$ cat config.mk
export PLATFORM = sky130hd
export DESIGN_NAME = store_rmw_ctrl
export DESIGN_NICKNAME = d
export VERILOG_FILES = /design/src/rtl/store_rmw_ctrl.sv
export SDC_FILE = /design/constraint.sdc
export NUM_CORES = 1
export LEC_CHECK = 0
export ABC_AREA = 1
export BUFFER_PORTS_ARGS = -buffer_cell sky130_fd_sc_hd__buf_2
export CAP_MARGIN = 20
export CORE_UTILIZATION = 53
export DETAILED_ROUTE_END_ITERATION = 10
export PLACE_DENSITY = 0.86
export REMOVE_ABC_BUFFERS = 1
export SLEW_MARGIN = 30
export SYNTH_ARGS = -nofsm -noshare
export SYNTH_HDL_FRONTEND = slang
export SYNTH_SLANG_ARGS = --single-unit
$ cat constraint.sdc
create_clock -name clk -period 4.6 [get_ports clk]
set_input_delay 0.23 -clock clk [delete_from_list [all_inputs] [get_ports clk]]
set_output_delay 0.23 -clock clk [all_outputs]
set_load 0.005 [all_outputs]
$ cat src/rtl/store_rmw_ctrl.sv
// store_rmw_ctrl: sequences LSU data-memory accesses. Word stores are written
// straight through, byte stores do read / merge / write-back, loads return the
// read word. One access is in flight at a time.
module store_rmw_ctrl #(
  parameter int DATA_WIDTH = 32,
  parameter int ADDR_WIDTH = 32,
  parameter int RD_LATENCY = 1
) (
  input  logic                  clk,
  input  logic                  rst_n,
  input  logic                  req_valid,
  output logic                  req_ready,
  input  logic                  req_store,
  input  logic                  req_byte,
  input  logic [ADDR_WIDTH-1:0] req_addr,
  input  logic [DATA_WIDTH-1:0] req_wdata,
  output logic                  done,
  output logic [DATA_WIDTH-1:0] rsp_rdata,
  output logic                  mem_en,
  output logic                  mem_we,
  output logic [ADDR_WIDTH-1:0] mem_addr,
  output logic [DATA_WIDTH-1:0] mem_wdata,
  input  logic [DATA_WIDTH-1:0] mem_rdata
);

  typedef enum logic [2:0] {
    S_IDLE  = 3'd0,
    S_WRITE = 3'd1,
    S_READ  = 3'd2,
    S_WAIT  = 3'd3,
    S_MERGE = 3'd4
  } state_t;

  // Wait cycles after the read strobe before mem_rdata is valid.
  localparam logic [2:0] LAT_M1 = 3'(RD_LATENCY - 1);

  state_t                r_state;
  state_t                w_state_nxt;
  logic [2:0]            r_cnt;
  logic [2:0]            w_cnt_nxt;
  logic                  r_store;
  logic                  r_byte;
  logic [1:0]            r_lane;
  logic [7:0]            r_bdata;
  logic                  r_mem_en;
  logic                  r_mem_we;
  logic                  r_done;
  logic [ADDR_WIDTH-1:0] r_mem_addr;
  logic [DATA_WIDTH-1:0] r_mem_wdata;
  logic [DATA_WIDTH-1:0] r_rsp_hold;
  logic                  w_accept;
  logic                  w_rd_done;
  logic                  w_en_nxt;
  logic                  w_we_nxt;
  logic                  w_done_nxt;
  logic                  w_load_hit;
  logic [DATA_WIDTH-1:0] w_merged;

  // Replace one byte lane of a word (lane 0 = [7:0] ... lane 3 = [31:24]).
  function automatic logic [DATA_WIDTH-1:0] merge_byte(
    input logic [DATA_WIDTH-1:0] word,
    input logic [1:0]            lane,
    input logic [7:0]            b
  );
    logic [DATA_WIDTH-1:0] res;
    res = word;
    case (lane)
      2'd0:    res[7:0]   = b;
      2'd1:    res[15:8]  = b;
      2'd2:    res[23:16] = b;
      default: res[31:24] = b;
    endcase
    return res;
  endfunction

  assign w_merged   = merge_byte(mem_rdata, r_lane, r_bdata);
  assign w_load_hit = (r_state == S_WAIT) && (r_cnt == 3'd0) && !r_store;

  assign req_ready = (r_state == S_IDLE);
  assign done      = r_done;
  assign mem_en    = r_mem_en;
  assign mem_we    = r_mem_we;
  assign mem_addr  = r_mem_addr;
  assign mem_wdata = r_mem_wdata;
  // Load data is passed straight through in its completion cycle, then held.
  assign rsp_rdata = w_load_hit ? mem_rdata : r_rsp_hold;

  // State register.
  always_ff @(posedge clk or negedge rst_n) begin
    if (!rst_n) r_state <= S_IDLE;
    else        r_state <= w_state_nxt;
  end

  // Next-state, counter and next values of the registered memory-side outputs.
  always_comb begin
    w_state_nxt = r_state;
    w_cnt_nxt   = r_cnt;
    w_accept    = 1'b0;
    w_rd_done   = 1'b0;
    case (r_state)
      S_IDLE: begin
        if (req_valid) begin
          w_accept    = 1'b1;
          w_state_nxt = (req_store && !req_byte) ? S_WRITE : S_READ;
        end
      end
      S_WRITE: w_state_nxt = S_IDLE;
      S_READ: begin
        w_state_nxt = S_WAIT;
        w_cnt_nxt   = LAT_M1;
      end
      S_WAIT: begin
        if (r_cnt == 3'd0) begin
          w_rd_done   = 1'b1;
          w_state_nxt = (r_store && r_byte) ? S_MERGE : S_IDLE;
        end else begin
          w_cnt_nxt = r_cnt - 3'd1;
        end
      end
      S_MERGE: w_state_nxt = S_IDLE;
      default: w_state_nxt = S_IDLE;
    endcase
    w_en_nxt   = (w_state_nxt == S_WRITE) || (w_state_nxt == S_READ) ||
                 (w_state_nxt == S_MERGE);
    w_we_nxt   = (w_state_nxt == S_WRITE) || (w_state_nxt == S_MERGE);
    // A load completes in the WAIT cycle whose counter reads zero.
    w_done_nxt = w_we_nxt ||
                 ((w_state_nxt == S_WAIT) && (w_cnt_nxt == 3'd0) && !r_store);
  end

  // Request capture, latency counter and registered memory/response outputs.
  always_ff @(posedge clk or negedge rst_n) begin
    if (!rst_n) begin
      r_cnt       <= 3'd0;
      r_store     <= 1'b0;
      r_byte      <= 1'b0;
      r_lane      <= 2'd0;
      r_bdata     <= 8'd0;
      r_mem_en    <= 1'b0;
      r_mem_we    <= 1'b0;
      r_done      <= 1'b0;
      r_mem_addr  <= '0;
      r_mem_wdata <= '0;
      r_rsp_hold  <= '0;
    end else begin
      r_cnt    <= w_cnt_nxt;
      r_mem_en <= w_en_nxt;
      r_mem_we <= w_we_nxt;
      r_done   <= w_done_nxt;
      if (w_accept) begin
        r_store    <= req_store;
        r_byte     <= req_byte;
        r_lane     <= req_addr[1:0];
        r_bdata    <= req_wdata[7:0];
        r_mem_addr <= {req_addr[ADDR_WIDTH-1:2], 2'b00};
        if (req_store && !req_byte) r_mem_wdata <= req_wdata;
      end
      if (w_rd_done && r_store && r_byte) r_mem_wdata <= w_merged;
      if (w_load_hit) r_rsp_hold <= mem_rdata;
    end
  end

endmodule

==> results.txt <==
----------------------------------------------------
[Routing]
  Routed vias ... between 5k and 6k
  Post-DR wirelength/cell ... approximately 15 um
  Number of design-rule violations left by the first detailed-router iteration ... ~280
  Post-DRT Antenna Nets ... 0
  Detailed-route vias per instance ... 5.10
  Detailed Route WL ... 15700 um
  Number of iterations in the first detailed-routing pass ... 5
  Final routed DRC violation total ... 0

[Yosys]
  Sequential element share of the synthesized area ... between 50% and 60%
  Instance count of the mapped netlist ... about 660
  Combined area of all synthesized cells ... 5150 sq um
  Dominant cells by area after synthesis ... dfrtp_1 (56%), nand2_1 (23%), o21ai_0 (9.5%)
  FF+latch count, synth ... about 120
  Synthesis Warnings ... 0
  Cell accounting for the most synthesized area ... dfrtp_1
  Number of distinct library cell variants in the gate-level netlist after synthesis ... 20
  Post-synth top area share ... a little under three fifths
  Post-Synthesis Mean Instance Area ... between 7 and 8 sq um

[Cells and area]
  Most common cell after layout, fill and taps aside ... nand2_1
  Layout cell share with drive strength beyond 1 ... 26.7%
  Leading cell types in the layout, fill and taps excluded ... nand2_1 (315), buf_2 (197), dfrtp_1 (115)
  Antenna diode instance count ... 0
  Layout Utilization ... between 70 and 80%
  Final net count ... 995
  Synth-to-Final Area Change ... 40.3%
  Layout Cells excl Fill ... around 1.0k

[Worst setup path]
  Arrival @ worst endpoint ... roughly 2.7 ns
  Critical path launch point ... r_cnt[0]$_DFF_PN0_
  Stages on the worst setup path ... 7
  Depth of the worst register-to-register path ... 9
  FF-to-FF Start ... r_state[1]$_DFF_PN0_
  Slowest library cell on the worst path ... nand3_4
  Kind of cell adding the most delay to the critical path ... simple AND/OR/NAND/NOR gates
  Crit end category ... output pin
  Highest fanout seen on the critical path ... 64
  Critical Path Source Type ... register
  List of cells traversed by the critical path ... inv_1, ha_1, inv_1, nor2_2, nand3_4, o21ai_0, buf_2
  Path type of the worst setup path ... reg2out
  Cell seen most often among critical-path stages ... inv_1
  Bufs and invs on worst path ... 3
  Req. time, crit path ... around 4.4 ns
  Critical path's largest stage delay ... roughly 0.50 ns

[Pwr]
  Share of total power in sequential cells ... a little under two fifths
  Static leakage ... roughly 4.2 nW
  Pint ... between 2 and 3 mW
  Psw ... roughly 1.7 mW
  Maximum vdd ir drop ... 410 uV
  Switching part of the total power ... a little under two fifths
  Clock network power share ... 28.0%
  Power density cells ... around 650 nW/um^2
  Share of power burned in combinational logic ... around 35%

[Timing]
  Setup total negative slack ... 0 ns
  Max-Slew Margin vs Limit ... between 30% and 40%
  Highest clock rate ... between 0.3 and 0.4 GHz
  Hold Violations, Final ... 0
  Slew of the pin with the lowest slew margin ... between 0.9 and 1 ns
  Clk_skew ... between 0.006 and 0.007 ns
  Post-layout min period ... 2.91 ns
  Max-slew violation total from the final report ... 0
  Final setup viols ... 0
  Crit path setup slack, layout ... roughly 1.7 ns
  Setup repair after global routing missed its margin ... no
  Final critical-path share of the clock period ... 63.3%

[CTS]
  CTS tree ... yes
  Maximum number of buffers from clock root to sink ... 2
  CTS sink count ... about 120
  Clock Pin Slew Worst Setup and Hold Paths ... about 0.060 ns
  Clock latency on the worst-skew pair ... roughly 0.52 ns
  Clock Tree Root ... clkbuf_8
  Number of buffers created by CTS ... 17
  Setup Buffers After CTS ... 0
  H-Tree Depth ... 4

[Place]
  Placed wire-length estimate after detailed placement ... ~9200 um
  Routability congestion estimate from global placement ... 0.810
  Placed Cells incl. Taps ... 958
  Total of buffers placed on input and output ports ... around 200
  Worst-case setup slack after placement ... between 1.5 and 2 ns

[GRT]
  Grt ovf ... 0
  Initial antenna violation count ... 0
  Global-route wire length before repair ... 24900 um
  Maximum number of pins on one net before global-route repair ... 72
  Number of global-route vias before repair ... between 5k and 6k
  GRT Total Usage ... roughly a third

[Run status]
  Run status ... completed

[Hold path]
  Number of cells on the worst hold path ... 3
  Worst min-delay path category ... in2reg
  Hold_sp ... mem_rdata[5]

[Floorplanning]
  Die ar. ... ~10000 sq um
  Die extent in y ... between 100 and 150 um
  Core region area ... a little over 9000 sq um
  Die width ... just over 100 um
  # IOs ... between 200 and 250
  Cell Rows ... 35
  Initial core utilization ... between 50% and 60%

[Job]
  Number of maximum-capacitance violations ... 0

----------------------------------------------------
## state kept, by name, summed over array words and instances, names as in the netlist
| signal | cells |
|---|---|
| r_bdata | 8 |
| r_byte | 1 |
| mem_addr | 30 |
| mem_wdata | 32 |
| r_lane | 2 |
| r_state | 3 |
| done | 1 |
| r_store | 1 |
| r_cnt | 3 |
| mem_we | 1 |
| mem_en | 1 |
| r_rsp_hold | 32 |
## metrics by stage
step                hold slack [ns]  power, mW  area, sq um
global placement              0.402       3.17         6180
finish                      0.00954       4.68         7220
CTS                        0.000492       4.62         7200
floorplan                   -0.0656       2.49         5000
global route                 0.0170       5.00         7220
detailed placement            0.410       3.26         6180
## final timing paths
path | slack (ns) | to
worst min-delay path | 0.01 | r_rsp_hold[5]$_DFF_PN0_
worst max register to register | 1.92 | mem_wdata[25]$_DFFE_PN0P_
worst max-delay path | 1.69 | rsp_rdata[26]
min in group asynchronous | 0.28 | r_rsp_hold[17]$_DFF_PN0_
max in group asynchronous | 3.28 | r_rsp_hold[14]$_DFF_PN0_
worst min register to register | 0.47 | mem_wdata[6]$_DFFE_PN0P_
## final cells by class
| class | instances | area (sq um) |
|---|---|---|
| flip-flops and latches | 115 | 2880 |
| repair buffers | 245 | 1460 |
| clock buffers | 19 | 432 |
| multi-input cells | 448 | 1890 |
| well taps | 129 | 161 |
| inverters | 65 | 244 |
| clock inverters | 13 | 158 |
| fillers | 616 | 2110 |
## metal layers
metal  vias up  track usage [%]  routed length [um]
met4         0             15.5                 461
met3        47             10.3                1410
met2       297             54.7                7730
li1       2487                -                   -
met5         -                0                   0
met1      2440             37.5                6110
## worst min-delay path, cell delays in order
cell	delay [ns]
buf_2	0.11
inv_1	0.04
o21ai_0	0.09
## timing repair
item	4_1_cts	5_1_grt
resized for setup	0	0
hold endpoints to repair	112	1
hold buffers	43	1
## cell families (layout without fill, tap and decap cells)
kind of cell,Yosys count,after routing,share of synthesized area (%)
simple gates,342,342,25.8
flops,115,115,55.9
compound gates,101,101,9.82
buf+inv,97,342,7.71
fa+ha+maj,2,2,0.486
other cells,1,2,0.0729
xor+xnor,1,1,0.170
## Yosys cell counts
master,count
nand2_1,315
dfrtp_1,115
o21ai_0,98
inv_1,63
clkbuf_1,18
nand3_1,13
buf_2,8
nor2_1,7
o21ai_1,3
buf_1,2
buf_4,2
buf_6,2
ha_1,2
inv_2,2
nand2_2,2
nand3_2,2
nor2_2,2
conb_1,1
nor2_4,1
xor2_1,1
## power by group through the flow
stage | registers (mW) | logic (mW) | clock network, mW
after floorplan | 1.71 | 0.774 | 0
after global placement | 1.72 | 1.45 | 0
after detailed placement | 1.73 | 1.53 | 0
after CTS | 1.73 | 1.57 | 1.32
after global routing | 1.79 | 1.82 | 1.38
final | 1.75 | 1.61 | 1.31
(Power assumes the default switching activity.)
